--- src/rtl/div_monitor.sv ---
// Divided-clock monitor: measures period (and optionally high time) of i_clk_div
// sampled on i_clk_in, locks after LOCK_CNT good periods. DIV_MON_DUTY_CHECK_EN adds the duty check.
module div_monitor #(
  parameter int CNT_W     = 8,
  parameter int DIV_RATIO = 3,
  parameter int LOCK_CNT  = 4,
  parameter int HI_MIN    = 1,
  parameter int HI_MAX    = 2
) (
  input  logic             i_clk_in,
  input  logic             i_rst,
  input  logic             i_clk_div,
  input  logic             i_clr,
  output logic [CNT_W-1:0] o_period,
  output logic [CNT_W-1:0] o_high,
  output logic             o_valid,
  output logic             o_lock,
  output logic             o_err
);
  localparam int GW = $clog2(LOCK_CNT + 1);
  localparam logic [CNT_W-1:0] CNT_MAX = {CNT_W{1'b1}};
  localparam logic [CNT_W-1:0] DIV_R   = CNT_W'(DIV_RATIO);
  localparam logic [GW-1:0]    LOCK_G  = GW'(LOCK_CNT);

  typedef enum logic [1:0] {S_IDLE, S_ACQ, S_LOCK} state_t;

  state_t           r_state, w_state_nxt;
  logic             r_d1, r_d2;
  logic [CNT_W-1:0] r_per_cnt;
  logic [CNT_W-1:0] r_period;
  logic [GW-1:0]    r_good_cnt, w_good_nxt, w_good_inc;
  logic             r_valid, r_lock, r_err;
  logic             w_rise, w_tmo, w_good, w_meas, w_err_set;

  assign w_rise     = r_d1 & ~r_d2;
  assign w_tmo      = (r_per_cnt == CNT_MAX);
  assign w_good_inc = r_good_cnt + 1'b1;

`ifdef DIV_MON_DUTY_CHECK_EN
  localparam logic [CNT_W-1:0] HI_LO = CNT_W'(HI_MIN);
  localparam logic [CNT_W-1:0] HI_HI = CNT_W'(HI_MAX);
  logic [CNT_W-1:0] r_hi_cnt, r_high;

  assign w_good = (r_per_cnt == DIV_R) && (r_hi_cnt >= HI_LO) && (r_hi_cnt <= HI_HI);
  assign o_high = r_high;

  always_ff @(posedge i_clk_in) begin
    if (i_rst) begin
      r_hi_cnt <= '0;
      r_high   <= '0;
    end else begin
      if (w_rise)
        r_hi_cnt <= CNT_W'(1);
      else if (r_d1 && r_hi_cnt != CNT_MAX)
        r_hi_cnt <= r_hi_cnt + 1'b1;
      if (w_meas)
        r_high <= r_hi_cnt;
    end
  end
`else
  assign w_good = (r_per_cnt == DIV_R);
  assign o_high = '0;
`endif

  assign o_period = r_period;
  assign o_valid  = r_valid;
  assign o_lock   = r_lock;
  assign o_err    = r_err;

  always_ff @(posedge i_clk_in) begin
    if (i_rst) r_state <= S_IDLE;
    else       r_state <= w_state_nxt;
  end

  // Timeout wins over a coincident rise; the measurement itself is still reported.
  always_comb begin
    w_state_nxt = r_state;
    w_good_nxt  = r_good_cnt;
    w_err_set   = 1'b0;
    w_meas      = 1'b0;
    case (r_state)
      S_IDLE: if (w_rise) w_state_nxt = S_ACQ;
      S_ACQ: begin
        w_meas = w_rise;
        if (w_tmo) begin
          w_state_nxt = S_IDLE;
          w_good_nxt  = '0;
        end else if (w_rise) begin
          if (w_good) begin
            w_good_nxt = w_good_inc;
            if (w_good_inc == LOCK_G) w_state_nxt = S_LOCK;
          end else begin
            w_good_nxt = '0;
          end
        end
      end
      S_LOCK: begin
        w_meas = w_rise;
        if (w_tmo) begin
          w_state_nxt = S_IDLE;
          w_good_nxt  = '0;
          w_err_set   = 1'b1;
        end else if (w_rise && !w_good) begin
          w_state_nxt = S_ACQ;
          w_good_nxt  = '0;
          w_err_set   = 1'b1;
        end
      end
      default: begin
        w_state_nxt = S_IDLE;
        w_good_nxt  = '0;
      end
    endcase
  end

  always_ff @(posedge i_clk_in) begin
    if (i_rst) begin
      r_d1       <= 1'b0;
      r_d2       <= 1'b0;
      r_per_cnt  <= '0;
      r_good_cnt <= '0;
      r_period   <= '0;
      r_valid    <= 1'b0;
      r_lock     <= 1'b0;
      r_err      <= 1'b0;
    end else begin
      r_d1       <= i_clk_div;
      r_d2       <= r_d1;
      r_good_cnt <= w_good_nxt;
      if (w_rise)
        r_per_cnt <= CNT_W'(1);
      else if (!w_tmo)
        r_per_cnt <= r_per_cnt + 1'b1;
      r_valid <= w_meas;
      if (w_meas)
        r_period <= r_per_cnt;
      r_lock <= (w_state_nxt == S_LOCK);
      // Set beats clear when both happen together.
      r_err  <= w_err_set | (r_err & ~i_clr);
    end
  end
endmodule

--- config.mk ---
export PLATFORM = sky130hd
export DESIGN_NAME = div_monitor
export DESIGN_NICKNAME = d
export VERILOG_FILES = /design/src/rtl/div_monitor.sv
export SDC_FILE = /design/constraint.sdc
export NUM_CORES = 1
export LEC_CHECK = 0
export ABC_AREA = 1
export CORE_AREA = 2 2 40 78
export DETAILED_ROUTE_END_ITERATION = 12
export DIE_AREA = 0 0 42 80
export PLACE_DENSITY = 0.79
export SLEW_MARGIN = 10
export SYNTH_ARGS = -nofsm -noshare
export SYNTH_HDL_FRONTEND = slang
export SYNTH_SLANG_ARGS = --single-unit
--- constraint.sdc ---
create_clock -name i_clk_in -period 2 [get_ports i_clk_in]
set_input_delay 0.4 -clock i_clk_in [delete_from_list [all_inputs] [get_ports i_clk_in]]
set_output_delay 0.4 -clock i_clk_in [all_outputs]
set_load 0.02 [all_outputs]
# [After elaboration in Yosys (flattened, before gate mapping)]
# Cells that the tools add are included.
[op_classes] addsub=2 multipliers=0 n_div=0 n_lt_le_gt_ge=0 eq_ne=9 shifts=0 muxes=20 n_bitwise=6 n_reduce_logical=6
[ops] cell="3-bit two-way mux" count=5
[ops] cell="2-bit two-way mux" count=7
[ops] cell="3-bit case mux with 3 select lines" count=1
[ops] cell="8-bit by 1-bit adder with 8-bit output, second input constant" count=1
[ops] cell="8-bit by 2-bit equality test with 1-bit output, second input constant" count=1
[ops] cell="8-bit equality test, second input constant" count=1
[ops] cell="1-bit two-way mux" count=6
[ops] cell="3-bit inequality test, second input constant" count=2
[ops] cell="2-bit case mux with 3 select lines" count=1
[ops] cell="2-bit equality test, second input constant" count=2
[ops] cell="2-bit OR reduction" count=2
[ops] cell="3-bit by 1-bit adder with 3-bit output, second input constant" count=1
[ops] cell="3-bit equality test, second input constant" count=1
[ops] cell="1-bit NOT" count=3
[ops] cell="3-bit AND reduction" count=1
[ops] cell="1-bit bitwise AND" count=2
[ops] cell="2-bit by 1-bit equality test with 1-bit output, second input constant" count=1
[ops] cell="2-bit logical NOT" count=1
[ops] cell="2-bit inequality test, second input constant" count=1
[ops] cell="1-bit logical AND" count=1
[ops] cell="1-bit logical NOT" count=1
[ops] cell="1-bit OR" count=1
[word_totals] register_bits=26 latchBits=0 ramBits=0 romBits=0 out_inout_bits=19 elab_cells=53 mem_count=0

# [Logic depth before layout (Yosys ltp)]
[depth] ltp_word=8 ltp_mapped=11 ltp_nobuf=11

# [Least setup slack after synthesis]
# No wires, ideal clock.
[synth_timing] path_type="reg2reg" start="register r_state[0]" end="register r_period[1], in the netlist o_period[1]" setup_time_ns=0.132 t_arrival_ns=1.258 slack_ns=0.609 path_stages_with_launch=7 path_buffers=1 synth_period_minus_slack_ns=1.391 cell_sequence="dfxtp_1 inv_1 ha_1 clkbuf_1 nand2_1 nand2_1 a21oi_1"
[synth_between] elab_chain_len=3
[synth_rtl] item="start, declared" line_no="27" source="state_t r_state, w_state_nxt;"
[synth_rtl] item="start signal, assigned" line_no="72" source="else r_state <= w_state_nxt;"
[synth_rtl] item="2-bit equality test or 2-bit by 1-bit equality test with 1-bit output (tied branches)" line_no="81" source="case (r_state)"
[synth_rtl] item="2-bit OR reduction (no line) *"
[synth_rtl] item="1-bit two-way mux *" line_no="81"
[synth_rtl] item="end signal, assigned" line_no="136" source="r_period <= r_per_cnt;"
[synth_rtl] item="end, declared" line_no="30" source="logic [CNT_W-1:0] r_period;"
# Mark *: on every way between the ends. The rest lies on a longest branch, timed or not.
# A chain may end at the register's enable or synchronous reset.

# [Final worst setup path]
[layout_timing] start="register r_period[7], in the netlist o_period[7]" end="output port o_period[7]"
[layout_rtl] item="end, declared" line_no="14" source="output logic [CNT_W-1:0] o_period,"
# No word-level cell between the ends.

==> impl_metrics.tcl <==
set metrics [dict create \
    min-delay-path-class "register to register" \
    crit_buf_inv 1 \
    wl_met2_mm 1.483 \
    r2r-end "r_good_cnt[0]" \
    yosysTopAreaCell "dfxtp_1" \
    ios 23 \
    yosysWarnings 0 \
    dpl.hpwl_mm 2.063 \
    crit_slowest_cell "clkdlybuf4s50_1" \
    end_kind "primary output" \
    final_common_cell "nand2_1" \
    crit_required_ns 1.60 \
    rows 27 \
    grt_max_degree 16 \
    final.period_utilization 0.8249 \
    cp.arrival_ns 1.25 \
    syn_to_final_growth_pct 16.37 \
    num_antenna_cells 0 \
    grt-ovfl-total 0 \
    fp.dieH_um 80 \
    worst_slack_ns 0.3502 \
    cp-start-kind "register" \
    first_pass_iters 4 \
    nets 212 \
    crit_fanout 2 \
    cts_tree "built" \
    rsz0062_at_grt "no" \
    hold_viol_final 0 \
    status "completed" \
    initial_core_util 0.4833 \
    critical_path_class "register to primary output" \
    coreArea_um2 2736 \
    cts_inserted_buffers 3 \
    syn_inst 184 \
    ctsResizeCount 0 \
    cts.hold.buffers_added 0 \
    synth_edf_count 0 \
    grtUsageTotal 0.1768 \
    mostFrequentLayoutCells "nand2_1, dfxtp_1, inv_1" \
    synth.area.top_cells "dfxtp_1, nand2_1, inv_1, ha_1, nor2_1" \
    final_cells 229 \
    cp_top_family "buffers and inverters" \
    vias_per_cell 5.048 \
    finalSetupTns_ns 0 \
    power_density_nw_per_um2 705.2 \
    postCtsSetupBuffers 0 \
    dieArea_um2 3360 \
    report.final.slew_viol_count 0 \
    wl_met3_um 79 \
    antenna_left 0 \
    ys_types 25 \
    skew_ns 0.006775 \
    grt_pass1_wl_mm 4.540 \
    io_buffers 14 \
    place_ws_ns 0.3309 \
    ys_seq_elements 26 \
    slowest_delay_ns 0.61 \
    fin_crit_ns 1.650 \
    die_x_um 42 \
    rr_worst_depth 10 \
    hold_start "r_d1" \
    fmax_mhz 606.1 \
    fillCellCount 265 \
    vias 1156 \
    netlist_area_um2 1323 \
    cts.sinks 26 \
    cp-endpoint "o_period[7]" \
    synth_top_area_frac 0.3936 \
    clkLatencyLatePin_ns 0.27 \
    async_reset_ff_frac 0 \
    wl_met1_um 963 \
    rrSetupSlack_ns 0.44 \
    path_cells "clkdlybuf4s50_1" \
    setup_viol 0 \
    finalPower_uw 1085 \
    top_layer_used "met4" \
    final_util 0.5624 \
    startpoint "o_period[7]" \
    crit_cells 1 \
    synth_flop_cell "dfxtp_1" \
    clkTransAtPathRegs_ns 0.09 \
    dp.cells 225 \
    rr_startpoint "r_per_cnt[0]" \
    drc 0 \
    max-cap-violations 0 \
    vdd_drop_max_v 0.0004492 \
    wire_per_inst_um 11.62 \
    cts_max_level 1 \
    totalWireLength_mm 2.661 \
    avgSynthCellArea_um2 7.188 \
    antenna_found_initial 0 \
    seq_area_frac_synth 0.3936 \
    leakage_uw 0.0006788 \
    place_congestion 0.8495 \
    clk_path_buf_depth 2 \
    drive_above_1_share 0.08500 \
    clockRootBuffer "clkbuf_8" \
    drt-initial-drc-count 42 \
    grt_pass1_vias 1086 \
]
==> synthesized netlist by cell type (2+ instances only) <==
cell and n:
o21ai_1 4, a21oi_1 13, dfxtp_1 26, nand2_2 4, inv_1 24, ha_1 7
buf_4 8, clkbuf_1 2, nand2_1 38, inv_2 4, nor3_1 3, o21ai_0 2
nor2_1 22, nand3_1 15, nand3_4 2
==> kinds of logic (layout without fill, tap and decap cells) <==
| logic type | after synthesis | in the layout | share of synthesized area |
|---|---|---|---|
| other cells | 1 | 8 | 0.002835 |
| flops | 26 | 26 | 0.3936 |
| simple gates | 86 | 86 | 0.2971 |
| fa+ha+maj | 7 | 7 | 0.06622 |
| xor+xnor | 1 | 1 | 0.006624 |
| buf+inv | 39 | 48 | 0.1343 |
| compound gates | 24 | 24 | 0.09935 |
==> flip-flops by register name (all words and copies together), names as in the netlist <==
signal      count
r_state         2
r_d2            1
r_good_cnt      3
o_lock          1
o_valid         1
o_err           1
r_per_cnt       8
r_d1            1
o_period        8
==> how the worst min path moves through the flow <==
stage | end | slack [ns] | cells after the start
after floorplan | r_d2 | 0.40 | 2
final | r_d2 | 0.43 | 2
after global routing | r_d2 | 0.45 | 2
after detailed placement | r_d2 | 0.42 | 2
after CTS | r_d2 | 0.44 | 2
after global placement | r_d2 | 0.41 | 2
==> metal layers <==
layer	GRT usage	vias up
met1	0.1737	515
li1	-	599
met5	0	-
met3	0.02262	14
met2	0.3344	28
met4	0.1097	0
==> final cells by class <==
type | instances | area (um2) | area share
multi-input cells | 126 | 650.6 | 0.4228
repair buffers | 16 | 155.1 | 0.1008
clock inverters | 1 | 30.03 | 0.01951
well taps | 29 | 36.28 | 0.02358
flip-flops and latches | 26 | 520.5 | 0.3382
inverters | 28 | 105.1 | 0.06829
clock buffers | 3 | 41.29 | 0.02683
==> per-stage QoR <==
step                instance area, um2  hold WS [ns]
global placement                  1468        0.4100
detailed placement                1468        0.4235
finish                            1539        0.4299
global route                      1539        0.4499
CTS                               1539        0.4365
floorplan                         1349        0.4026
==> power breakdown <==
group / internal [uW] / switching, uW
Clock: 268 / 164
Sequential: 531 / 12.3
Combinational: 37.4 / 71.8
Total: 837 / 249
No activity file was read; power rests on OpenSTA's default activity.
